**src/rtl/fetch_pkg.sv**
```systemverilog
// Shared types and constants for the instruction-fetch front end.
package fetch_pkg;

    typedef enum logic [1:0] {
        BOOT   = 2'd0,
        RUN    = 2'd1,
        HALTED = 2'd2
    } fetch_state_t;

    localparam logic [31:0] INSTR_NOP = 32'h0000_0013;
    localparam logic [31:0] PC_STEP   = 32'd4;

endpackage

```
**src/rtl/fetch_buffer.sv**
```systemverilog
// Two-entry FIFO of {pc, instr} pairs. The head is a register of its own, so dout is
// registered and shows the oldest entry; flush beats push and pop.
module fetch_buffer
    import fetch_pkg::*;
(
    input  logic        clk,
    input  logic        reset,
    input  logic        push,
    input  logic        pop,
    input  logic        flush,
    input  logic [63:0] din,
    output logic [63:0] dout,
    output logic [1:0]  count,
    output logic        empty,
    output logic        full
);

    logic [63:0] head_q, head_d;
    logic [63:0] tail_q, tail_d;
    logic [1:0]  count_q, count_d;
    logic        do_push, do_pop;

    assign empty = (count_q == 2'd0);
    assign full  = (count_q == 2'd2);
    assign count = count_q;
    assign dout  = head_q;

    always_comb begin
        do_pop  = pop & ~empty;
        do_push = push & (~full | do_pop);
        head_d  = head_q;
        tail_d  = tail_q;
        count_d = count_q;
        if (flush) begin
            count_d = 2'd0;
        end else begin
            unique case ({do_push, do_pop})
                2'b10: begin
                    count_d = count_q + 2'd1;
                    if (count_q == 2'd0) head_d = din;
                    else                 tail_d = din;
                end
                2'b01: begin
                    count_d = count_q - 2'd1;
                    head_d  = tail_q;
                end
                2'b11: begin
                    // Count unchanged; the new word lands behind whatever stays.
                    if (count_q == 2'd1) begin
                        head_d = din;
                    end else begin
                        head_d = tail_q;
                        tail_d = din;
                    end
                end
                default: ;
            endcase
        end
    end

    always_ff @(posedge clk or posedge reset) begin
        if (reset) begin
            head_q  <= {32'h0000_0000, INSTR_NOP};
            tail_q  <= 64'h0;
            count_q <= 2'd0;
        end else begin
            head_q  <= head_d;
            tail_q  <= tail_d;
            count_q <= count_d;
        end
    end

endmodule

```
**src/rtl/pc_fetch_unit.sv**
```systemverilog
// RV32 fetch front end: PC register, next-PC mux and fetch FSM feeding a 2-entry
// {pc, instr} buffer towards decode; redirects flush the buffer.
module pc_fetch_unit
    import fetch_pkg::*;
#(
    parameter logic [31:0] RESET_PC   = 32'h0000_0000,
    parameter int unsigned IMEM_BYTES = 32
) (
    input  logic        clk,
    input  logic        reset,
    output logic [31:0] imem_pc,
    input  logic [31:0] imem_instr,
    input  logic        redirect_valid,
    input  logic [31:0] redirect_target,
    input  logic        halt,
    output logic        out_valid,
    input  logic        out_ready,
    output logic [31:0] out_pc,
    output logic [31:0] out_instr,
    output logic        misalign
);

    localparam logic [31:0] IMEM_MASK = 32'(IMEM_BYTES - 1);

    fetch_state_t state_q, state_d;
    logic [31:0]  pc_q, pc_d;
    logic         misalign_q;
    logic         pop, fetch, buf_push, buf_pop;
    logic [63:0]  buf_dout;
    logic [1:0]   buf_count;
    logic         buf_empty, buf_full;

    assign imem_pc   = pc_q & IMEM_MASK;
    assign out_valid = ~buf_empty;
    assign out_pc    = buf_dout[63:32];
    assign out_instr = buf_dout[31:0];
    assign misalign  = misalign_q;
    assign pop       = out_valid & out_ready;

    always_ff @(posedge clk or posedge reset) begin
        if (reset) begin
            state_q    <= BOOT;
            pc_q       <= RESET_PC;
            misalign_q <= 1'b0;
        end else begin
            state_q    <= state_d;
            pc_q       <= pc_d;
            misalign_q <= redirect_valid & (|redirect_target[1:0]);
        end
    end

    always_comb begin
        state_d = state_q;
        if (redirect_valid) begin
            state_d = RUN;
        end else begin
            unique case (state_q)
                BOOT:    state_d = RUN;
                RUN:     if (halt) state_d = HALTED;
                HALTED:  state_d = HALTED;
                default: state_d = BOOT;
            endcase
        end
    end

    always_comb begin
        // A full buffer still takes a word when its head leaves in the same cycle.
        fetch    = (state_q == RUN) && (!buf_full || pop);
        buf_push = fetch & ~redirect_valid;
        buf_pop  = pop & ~redirect_valid;
        pc_d     = pc_q;
        if (redirect_valid) pc_d = {redirect_target[31:2], 2'b00};
        else if (fetch)     pc_d = pc_q + PC_STEP;
    end

    fetch_buffer u_buffer (
        .clk   (clk),
        .reset (reset),
        .push  (buf_push),
        .pop   (buf_pop),
        .flush (redirect_valid),
        .din   ({pc_q, imem_instr}),
        .dout  (buf_dout),
        .count (buf_count),
        .empty (buf_empty),
        .full  (buf_full)
    );

    logic unused_count;
    assign unused_count = ^buf_count;

endmodule

```
**config.mk**
```make
export PLATFORM = sky130hd
export DESIGN_NAME = pc_fetch_unit
export DESIGN_NICKNAME = d
export VERILOG_FILES = /design/src/rtl/fetch_pkg.sv /design/src/rtl/fetch_buffer.sv /design/src/rtl/pc_fetch_unit.sv
export SDC_FILE = /design/constraint.sdc
export NUM_CORES = 1
export LEC_CHECK = 0
export ABC_AREA = 1
export CORE_MARGIN = 8
export CORE_UTILIZATION = 52
export CTS_BUF_LIST = sky130_fd_sc_hd__clkbuf_16
export CTS_CLUSTER_SIZE = 25
export DETAILED_ROUTE_END_ITERATION = 7
export HOLD_SLACK_MARGIN = 0.02
export PLACE_DENSITY = 0.87
export SLEW_MARGIN = 20
export SYNTH_ARGS = -nofsm -noshare
export SYNTH_HDL_FRONTEND = slang
export SYNTH_SLANG_ARGS = --single-unit
```
**constraint.sdc**
```tcl
create_clock -name clk -period 7.6 [get_ports clk]
set_clock_uncertainty 0.2 [all_clocks]
set_input_delay 1.14 -clock clk [delete_from_list [all_inputs] [get_ports clk]]
set_output_delay 1.14 -clock clk [all_outputs]
set_load 0.005 [all_outputs]
```
Word level (Yosys, flattened, before mapping):

Index checks and enable logic that the tools add are counted.

* bits in registers: 165
* bits of input ports: 69
* output and inout port bits: 98
* logic and storage cells: 55

* add/sub/neg operators: 3
* equal/unequal tests: 11
* mux-type cells: 13
* bitwise logic cells: 10
* reductions and logical operators: 12

Operators by type and width (number)
* 64-bit two-way mux: 4
* 64-bit one-hot mux with 3 select lines: 1
* 64-bit one-hot mux with 2 select lines: 1
* 32-bit two-way mux: 2
* 32-bit by 3-bit adder with 32-bit output (second input constant): 1
* 2-bit == test (second input constant): 4
* 1-bit bitwise AND: 6
* 2-bit by 1-bit == test with 1-bit output (second input constant): 3
* 2-bit two-way mux: 3
* 2-bit one-hot mux with 3 select lines: 1
* 3-bit nonzero test: 2
* 2-bit zero test: 2
* 2-bit != test (second input constant): 2
* 2-bit one-hot mux with 2 select lines: 1
* 4-bit AND reduction: 1
* 2-bit nonzero test: 2
* 3-bit != test (second input constant): 1
* 1-bit NOT: 3
* 3-bit AND reduction: 1
* 2-bit by 1-bit adder with 2-bit output (second input constant): 1
* 2-bit by 1-bit != test with 1-bit output (second input constant): 1
* 2-bit OR reduction: 1
* 2-bit by 1-bit subtractor with 2-bit output (second input constant): 1
* 1-bit logical AND: 1
* 3 further kinds: 3

Logic depth before layout (Yosys ltp):

Gate-level depths: netlist (run 1).

* word-level depth: 10
* gate-level depth with buffers: 13
* mapped depth without buffers: 12

By module:

Synthesis (run 1) repeated with hierarchy kept, for this count alone.

* cells, all modules: 1203
* area total of the unflattened synthesis: 8868.5 um^2

By module, submodules not included
* fetch_buffer: times used 1, cells each 806, area each 6302.3 um^2, seq. area each 3256.9 um^2
* pc_fetch_unit: times used 1, cells each 397, area each 2566.2 um^2, seq. area each 825.8 um^2

Least setup slack after synthesis (run 1):

Ideal clock, no wire load.

* path kind: input to register
* start point: input port redirect_valid
* end point: register u_buffer.head_q[10], in the netlist u_buffer.dout[10]
* library setup time: 66 ps
* arrival: 2112 ps
* data required time: 7334 ps
* path slack: 5222 ps
* cell stages on the path: 9
* buffers on the path: 2
* path through: inv_2 > nand3_2 > a21oi_4 > buf_4 > buf_4 > nand3_1 > o21ai_0 > nand2_1 > nand2_1

* word-level cells in the longest chain between the ends: 8
* elaborated cells on any way between the ends: 13
* those cells by class: eq/ne (4); mux (1); bitwise (6); reduce/logical (2)

Ends and longest elaborated chain
* start: declaration: RTL line pc_fetch_unit.sv:13 `input logic redirect_valid,`
* 1-bit NOT (no line) (*)
* 1-bit bitwise AND: RTL line pc_fetch_unit.sv:70 `buf_pop = pop & ~redirect_valid;`
* 1-bit bitwise AND: RTL line fetch_buffer.sv:29 `do_pop = pop & ~empty;`
* 1-bit bitwise OR: RTL line fetch_buffer.sv:30 `do_push = push & (~full | do_pop);`
* 1-bit bitwise AND: RTL line fetch_buffer.sv:30
* 2-bit == test / 2-bit by 1-bit == test with 1-bit output (equally long branches): RTL line fetch_buffer.sv:37 `unique case ({do_push, do_pop})`
* 2-bit by 1-bit != test with 1-bit output (no line) / 3-bit nonzero test (equally long branches)
* 3-bit AND reduction (no line)
* end signal: assignment: RTL line fetch_buffer.sv:63 `head_q <= {32'h0000_0000, INSTR_NOP};`
* end: declaration: RTL line fetch_buffer.sv:18 `logic [63:0] head_q, head_d;`

Every way passes the cells marked *; elsewhere a longest branch is shown, timed or not.
A chain may end at the register's enable or synchronous reset.

Worst setup path after layout (run 1):

* start point: input port redirect_valid
* end point: register u_buffer.tail_q[35]

* word-level cells in the longest chain between the ends: 8
* elaborated cells on any way between the ends: 13
* those cells by class: eq/ne (4); mux (1); bitwise (6); reduce/logical (2)

Ends and longest elaborated chain
* 1-bit NOT (no line) (*)
* 1-bit bitwise AND: RTL line pc_fetch_unit.sv:70
* 1-bit bitwise AND: RTL line fetch_buffer.sv:29
* 1-bit bitwise OR: RTL line fetch_buffer.sv:30
* 1-bit bitwise AND: RTL line fetch_buffer.sv:30
* 2-bit == test: RTL line fetch_buffer.sv:37
* 2-bit != test (no line) / 2-bit nonzero test (equally long branches)
* 4-bit AND reduction (no line)
* end signal: assignment: RTL line fetch_buffer.sv:68 `tail_q <= tail_d;`
* end: declaration: RTL line fetch_buffer.sv:19 `logic [63:0] tail_q, tail_d;`

Marks and branches as above.

==> impl_metrics.ini, run 1 <==
[clock_network]
tritoncts = yes
cts-hold-fix-buffers = 0
number_of_clock_sinks = 160
ctsHtreeMaxLevel = 4
cts.path.max_buffers = 2
worst_skew_pair.late_latency_ps = 440
clkTransAtPathRegs_ps = 60
post_cts.resized_instances = 0
cts.repair_timing.setup_buffer_count = 0
tritoncts.num_buffers = 17
clk_root_buffer_cell = clkbuf_16

[floorplanning]
row_count = 46
overall_die_height_um = 143
area_of_the_die_mm2 = 0.0204
design.core.area_mm2 = 0.0158
floorplan.io_pins = 167
floorplan.die.width_um = 143
initial_core_util_pct = 53.0

[sta]
report.final.slew_viol_count = 0
worst_slew_pin_slew_ps = 916
layout_min_cycle_time_ps = 5030
report.final.setup_viol = 0
setup_repair_after_global_routing_missed_its_margin = false
hold_viol = 0
fin_crit_sh_pct = 66.2
finalSetupTns_ps = 0
slew-limit-headroom_pct = 38.9
timing.fmax_ghz = 0.199

[logic_synthesis]
mean_instance_size_in_the_synthesized_netlist_um2 = 7.53
syn_inst = 1114
yosys-top-cells-area = dfrtp_1 (47%), nand2_1 (15%), nand3_1 (10%)
mappedNetlistArea_mm2 = 0.00839
synth-seq-cells = 160
synth_sequential_area_ratio_pct = 47.8
ys.warnings.count = 0
synth_top_cell_area_share_pct = 46.9
synth_largest_area_cell = dfrtp_1
yosysUniqueCellTypes = 33

[power]
net_switching_power_of_the_design_uw = 1430
power.combinational.fraction_pct = 37.4
cell_area_power_density_mw_per_mm2 = 378
clock_power_share_pct = 24.1
p_leak_uw = 0.00487
peakVddDrop_uv = 185
p_sw_share_pct = 37.0
p_int_uw = 2440
pwr-share-seq_pct = 38.5

[placed_design]
placed_cell_area_mm2 = 0.00961
dp.final_hpwl_mm = 15.2
globalplace.congestion = 0.908
port_buffers = 137

[drt]
detail-route-antenna-nets = 0
drt-vias-per-instance = 5.32
drt_pre_antenna_iters = 5
routed-via-count = 7657
routed_wire_length_per_instance_um = 15.5
drtIter0Drc = 666
post-route-drc-count = 0
totalWireLength_mm = 22.4

[grt]
number_of_antenna_violations_at_the_first_check_in_global_routing = 0
grt_first_pass_wirelength_mm = 36.9
grt-ovfl-total = 0
grt_start_max_net_pins = 90
grt_pass1_vias = 7605
gr-usage-all-layers_pct = 22.5

[cells_and_area]
area.growth.synth_to_final_pct = 22.3
layout.nets = 1285
antenna-diode-count = 0
post_route_cells_drive_above_1_share_pct = 4.17
final_area_mm2 = 0.0103

[critical_path]
r2r_path_start = u_buffer.count[0]
cp_cell_sequence = clkdlybuf4s50_1, inv_2, nand3_4, inv_4, nand2_4, nand2_4, buf_4, nand2_1, o21ai_1
worstPathRequired_ps = 7740
cp-end-kind = flip-flop
critical_path.max_stage_delay_ps = 870
worstPathMaxFanout = 88
critPathArrivalTime_ps = 5170
critPathSlowestCell = clkdlybuf4s50_1
timing.critical_path.mode_cell = nand2_4
worstSetupStartpoint = redirect_valid
worst-setup-path-type = in -> reg
startpoint_type = primary input

[job]
cap_violations = 0

[min_path]
hold_class = reg -> reg
min-delay-start = u_buffer.tail_q[13]

[status]
outcome = finished, final reports clean
==> final cells by class <==
| cell class | instances | area, um2 |
|---|---|---|
| Fill cell | 1343 | 5570 |
| Sequential cell | 160 | 4010 |
| Multi-Input combinational cell | 800 | 3580 |
| Timing Repair Buffer | 143 | 1420 |
| Clock buffer | 17 | 425 |
| Inverter | 88 | 338 |
| Tap cell | 216 | 270 |
| Clock inverter | 15 | 216 |
==> metal layers <==
metal	vias up	GRT usage [%]	wire length [um]
li1	3715	-	-
met1	3595	28.4	9300
met2	296	36.7	10700
met3	51	4.84	1710
met4	0	9.56	611
met5	-	0	0
==> critical path: cells and delay by family <==
kind / cells / cell delay (ps)
buf+inv: 4 / 2370
compound gates: 1 / 100
simple gates: 4 / 1510
==> sequential cells by signal, indices dropped and copies added, names as in the netlist <==
register	flops
state_q	2
pc_q	30
misalign	1
u_buffer.dout	63
u_buffer.tail_q	62
u_buffer.count	2
==> through the flow <==
stage	total power (uW)	hold slack [ps]	util [%]	setup WS (ps)	std cells
after floorplan	2370	260	-	1950	1142
after global placement	2880	272	60.7	2310	1407
after detailed placement	2950	279	60.7	2190	1407
after CTS	3890	294	64.8	2600	1439
after global routing	4130	312	64.8	2230	1439
final	3870	291	64.8	2570	1439
==> cells by family (layout without fill, tap and decap cells) <==
group | count (synthesis) | in the layout | synth area share, %
other cells | 1 | 29 | 0.0447
fa+ha+maj | 6 | 6 | 0.895
buf+inv | 182 | 263 | 10.8
simple gates | 597 | 597 | 29.8
flops | 160 | 160 | 47.8
compound gates | 166 | 166 | 10.4
xor+xnor | 2 | 2 | 0.209
==> power groups by stage <==
stage                     Combinational, uW  Clock (uW)  Sequential, uW
after global routing                   1620         971            1540
after floorplan                         913           0            1450
final                                  1450         935            1490
after detailed placement               1450           0            1500
after CTS                              1460         941            1490
after global placement                 1400           0            1480
==> cell usage after synthesis (all sizes together) <==
| master | number |
|---|---|
| clkbuf | 29 |
| a21oi | 7 |
| xor2 | 2 |
| o22ai | 4 |
| conb | 1 |
| buf | 65 |
| nor3 | 1 |
| ha | 6 |
| nor2 | 78 |
| a31oi | 3 |
| inv | 88 |
| o211ai | 5 |
| nand4 | 2 |
| nand3 | 171 |
| dfrtp | 157 |
| o21bai | 1 |
| nand3b | 1 |
| a22oi | 1 |
| nand2 | 344 |
| o21ai | 145 |
| dfstp | 3 |
==> path summary, 6_finish.rpt <==
check,to,slack [ps],cells past startpoint
max in group asynchronous,u_buffer.tail_q[63],4730,3
hold reg to reg,u_buffer.tail_q[13],290,2
min in group asynchronous,u_buffer.tail_q[9],1060,2
setup / recovery,u_buffer.tail_q[35],2570,9
hold / removal,u_buffer.tail_q[13],290,2
setup reg to reg,u_buffer.tail_q[35],4160,12
==> cells in the final DEF, fill, tap and decap left out, types with 2 or more instances in the layout <==
master	count
nand2_1	340
nand3_1	169
dfrtp_1	157
clkdlybuf4s50_1	137
inv_1	83
o21ai_0	83
nor2_1	78
o21ai_1	62
conb_1	29
clkbuf_16	17
ha_1	6
buf_4	6
o211ai_1	5
a21oi_1	5
bufinv_16	5
inv_2	4
o22ai_1	4
nand2_4	3
a31oi_1	3
clkinvlp_4	3
clkinv_1	3
dfstp_2	3
inv_6	2
xor2_1	2
nand4_1	2
No activity file was read; power rests on OpenSTA's default activity.
==> run 2, diff against run 1 <==
Settings changed: CORE_UTILIZATION 52 to 47, PLACE_DENSITY 0.87 to 0.84.
Clock period 7.6 ns to 4.5 ns, I/O delays scaled along.
==> run 2 against run 1 <==
- routed wire length down 1.5%
- die area grew 9.4%
- core utilization decreased by 6.8 points
- largest power group unchanged
- worst setup slack got worse by 1300 ps
- clock power up 53%
==> impl_metrics.ini, run 2 (same netlist as run 1, synthesis figures left out) <==
[floorplanning]
floorplan.die.width_um = 150
initial_core_util_pct = 47.3
design.core.area_mm2 = 0.0177
area_of_the_die_mm2 = 0.0224
row_count = 49
overall_die_height_um = 150
floorplan.io_pins = 167

[clock_network]
clk_root_buffer_cell = clkbuf_16
tritoncts.num_buffers = 17
tritoncts = yes
cts-hold-fix-buffers = 0
cts.repair_timing.setup_buffer_count = 0
clkTransAtPathRegs_ps = 60
cts.path.max_buffers = 2
number_of_clock_sinks = 160
worst_skew_pair.late_latency_ps = 430
post_cts.resized_instances = 0
ctsHtreeMaxLevel = 4

[cells_and_area]
antenna-diode-count = 0
area.growth.synth_to_final_pct = 22.5
fillCellCount = 1575
post_route_cells_drive_above_1_share_pct = 4.81
mostFrequentLayoutCell = nand2_1
flip_flop_count_of_the_largest_register_after_layout = 63
layout_common_cells = nand2_1 (340), nand3_1 (169), dfrtp_1 (157)
regArea_mm2 = 0.00401
layout.nets = 1289
area_of_the_multi_input_gates_mm2 = 0.00358
final_util_pct = 58.0

[sta]
setup_repair_after_global_routing_missed_its_margin = false
timing.fmax_ghz = 0.306
finalSetupTns_ps = 0
report.final.setup_viol = 0
worst_slew_pin_slew_ps = 983
slew-limit-headroom_pct = 34.3
layout_min_cycle_time_ps = 3270
fin_crit_sh_pct = 72.6
report.final.slew_viol_count = 0
hold_viol = 0

[critical_path]
worst-setup-path-type = in -> reg
startpoint_type = primary input
critPathArrivalTime_ps = 3390
worstPathRequired_ps = 4620
worstPathMaxFanout = 64
worstSetupStartpoint = redirect_valid
r2r_path_start = u_buffer.count[0]
cp-end-kind = flip-flop
worst-r2r-setup-slack_ps = 1320

[job]
cap_violations = 0

[power]
net_switching_power_of_the_design_uw = 2420
cell_area_power_density_mw_per_mm2 = 623
p_sw_share_pct = 37.9
p_leak_uw = 0.00487
p_int_uw = 3970
peakVddDrop_uv = 330
clock_power_share_pct = 22.4
power.combinational.fraction_pct = 38.2
pwr-share-seq_pct = 39.4

[drt]
post-route-drc-count = 0
detail-route-antenna-nets = 0
routed-via-count = 7564
totalWireLength_mm = 22.0
drt-vias-per-instance = 5.20
drt_pre_antenna_iters = 5
routed_wire_length_per_instance_um = 15.1
drtIter0Drc = 651

[placed_design]
dp.final_hpwl_mm = 15.4
port_buffers = 137
globalplace.congestion = 0.933

[grt]
grt_first_pass_wirelength_mm = 36.0
grt_start_max_net_pins = 69
grt-ovfl-total = 0
number_of_antenna_violations_at_the_first_check_in_global_routing = 0
grt_pass1_vias = 7250
gr-usage-all-layers_pct = 19.9

[min_path]
hold_class = reg -> reg
min-delay-start = u_buffer.tail_q[57]

[status]
outcome = finished, final reports clean
==> run 2: power groups by stage <==
stage / Sequential [uW] / Clock [uW] / Combinational, uW
after floorplan: 2460 / 0 / 1540
after global placement: 2510 / 0 / 2350
after detailed placement: 2530 / 0 / 2440
after CTS: 2520 / 1450 / 2470
after global routing: 2600 / 1520 / 2760
final: 2520 / 1430 / 2450
==> run 2: final cells by class <==
cell class	instances	share of cell area, %
Timing Repair Buffer	147	14.4
Multi-Input combinational cell	800	34.8
Inverter	88	3.28
Tap cell	229	2.79
Clock buffer	17	4.14
Clock inverter	15	1.56
Sequential cell	160	39.0
==> run 2: layer usage <==
metal	wire length, um	GRT usage (%)
met4	473	7.02
met1	9320	24.8
met3	1510	4.66
met5	0	0
met2	10700	33.1
==> run 2: worst paths after layout <==
check | end | cells after the start
min | u_buffer.tail_q[57] | 2
max reg2reg | u_buffer.dout[59] | 12
min in group asynchronous | u_buffer.dout[23] | 2
max | u_buffer.dout[59] | 10
max in group asynchronous | misalign | 3
min reg2reg | u_buffer.tail_q[57] | 2
==> run 2: stage by stage <==
step / std cells / instance area [um2] / setup WS [ps] / hold WS [ps] / power [uW]
after CTS: 1456 / 10300 / 1290 / 295 / 6440
after detailed placement: 1424 / 9690 / 841 / 280 / 4980
after global placement: 1424 / 9690 / 924 / 272 / 4860
final: 1456 / 10300 / 1230 / 292 / 6400
after floorplan: 1142 / 8490 / 1600 / 260 / 4000
after global routing: 1456 / 10300 / 985 / 304 / 6870
==> run 2: worst max-delay path, cell delays in order <==
cell             delay (ps)
clkdlybuf4s50_1         450
buf_4                   270
inv_2                   110
nand3_4                 130
inv_4                    90
nand2_4                 530
nand2_2                 440
buf_4                   410
nand2_1                 130
nand2_1                  60
==> run 3, diff against run 2 <==
Settings changed: CORE_UTILIZATION 47 to 52, PLACE_DENSITY 0.84 to 0.87.
Clock period 4.5 ns to 3.08 ns, I/O delays scaled along.
==> run 3 against run 2 <==
- register-to-register slack got worse by 630 ps
- count of clock-buffer cells in the layout did not move
- non-clock buffer count rose by 7
- design area rose by 0.65%
- die area fell by 8.6%
- first-iteration DRC count fell by 2.2%
- worst hold slack got worse by 4.1 ps
- largest power group unchanged
==> impl_metrics.ini, run 3 (same netlist as run 1, synthesis figures left out) <==
[status]
outcome = finished, final reports clean

[drt]
detail-route-antenna-nets = 0
drtIter0Drc = 637
drt-vias-per-instance = 5.34
routed-via-count = 7728
drt_pre_antenna_iters = 6
post-route-drc-count = 0
totalWireLength_mm = 22.4
routed_wire_length_per_instance_um = 15.5

[clock_network]
cts.path.max_buffers = 2
tritoncts.num_buffers = 17
worst_skew_pair.late_latency_ps = 420
ctsHtreeMaxLevel = 4
clkTransAtPathRegs_ps = 60
cts.repair_timing.setup_buffer_count = 0
cts-hold-fix-buffers = 0
tritoncts = yes
number_of_clock_sinks = 160
post_cts.resized_instances = 0
clk_root_buffer_cell = clkbuf_16

[power]
power.combinational.fraction_pct = 38.6
clock_power_share_pct = 22.4
power.total_uw = 9430
peakVddDrop_uv = 558
p_sw_share_pct = 36.7
net_switching_power_of_the_design_uw = 3460
p_leak_uw = 0.00493
pwr-share-seq_pct = 39.0
p_int_uw = 5970
cell_area_power_density_mw_per_mm2 = 912

[sta]
setup_repair_after_global_routing_missed_its_margin = false
report.final.setup_viol = 0
final_critical_path_setup_slack_ps = 672
timing.fmax_ghz = 0.415
layout_min_cycle_time_ps = 2410
report.final.slew_viol_count = 0
slew-limit-headroom_pct = 52.0
fin_crit_sh_pct = 78.2
worst_slew_pin_slew_ps = 720
finalSetupTns_ps = 0
hold_viol = 0

[min_path]
hold_class = in -> async

[placed_design]
dp.final_hpwl_mm = 15.7
port_buffers = 137
placed_cell_area_mm2 = 0.00976
pre_cts_ws_ps = 407
globalplace.congestion = 0.943

[critical_path]
worstPathRequired_ps = 2420
worst-setup-path-type = reg -> out
worstPathMaxFanout = 4
cp-end-kind = output pin
startpoint_type = flip-flop
critPathArrivalTime_ps = 1750

[floorplanning]
area_of_the_die_mm2 = 0.0204
overall_die_height_um = 143
floorplan.io_pins = 167
initial_core_util_pct = 53.0
row_count = 46
floorplan.die.width_um = 143
design.core.area_mm2 = 0.0158

[cells_and_area]
antenna-diode-count = 0
layout.nets = 1296
final_area_mm2 = 0.0103
mostFrequentLayoutCell = nand2_1
layout_common_cells = nand2_1 (340), nand3_1 (169), dfrtp_1 (157)
area.growth.synth_to_final_pct = 23.3
post_route_cells_drive_above_1_share_pct = 4.63
flip_flop_count_of_the_largest_register_after_layout = 63

[grt]
grt_start_max_net_pins = 83
gr-usage-all-layers_pct = 22.3
number_of_antenna_violations_at_the_first_check_in_global_routing = 0
grt_first_pass_wirelength_mm = 36.5
grt_pass1_vias = 7457
grt-ovfl-total = 0

[job]
cap_violations = 0
## run 3: worst max-delay path, cell delays in order, from the launching register on
cell,delay [ps]
dfrtp_1,340
inv_1,80
ha_1,260
inv_2,90
clkdlybuf4s50_1,560
## run 3: cell type report
class	instances	area [um2]
Multi-Input combinational cell	800	3580
Inverter	88	337
Sequential cell	160	4010
Tap cell	216	270
Timing Repair Buffer	154	1570
Clock inverter	12	153
Fill cell	1349	5490
Clock buffer	17	425
## run 3: path summary, 6_finish.rpt
path	slack [ps]	depth (start not counted)	end	from
setup reg to reg	690	9	u_buffer.tail_q[12]	state_q[1]
setup / recovery	670	4	out_valid	u_buffer.count[0]
hold / removal	290	2	u_buffer.dout[29]	reset
max in group asynchronous	1640	3	u_buffer.dout[1]	reset
hold reg to reg	290	2	u_buffer.dout[4]	u_buffer.dout[4]
min in group clk	290	2	u_buffer.dout[4]	u_buffer.dout[4]
## run 3: power groups by stage
stage,Sequential [uW],Clock [uW],Combinational (uW)
final,3680,2120,3640
after global routing,3790,2220,4080
after CTS,3660,2140,3680
after detailed placement,3690,0,3640
after global placement,3650,0,3520
after floorplan,3590,0,2250
## run 3: routing by layer
metal	wire (um)	up-vias	part of all wire [%]	global-route usage [%]
met2	10900	300	49	36.9
met1	9440	3645	42	28.4
li1	-	3744	-	-
met5	0	-	0	0
met4	477	0	2.1	8.39
met3	1560	39	7.0	4.27
## run 3: per-stage QoR
step | std cells | hold WS, ps | util [%]
4_1_cts | 1447 | 288 | 65.3
5_1_grt | 1447 | 304 | 65.3
3_5_place_dp | 1418 | 277 | 61.7
6_report | 1447 | 288 | 65.3
2_1_floorplan | 1142 | 260 | -
3_3_place_gp | 1418 | 272 | 61.7
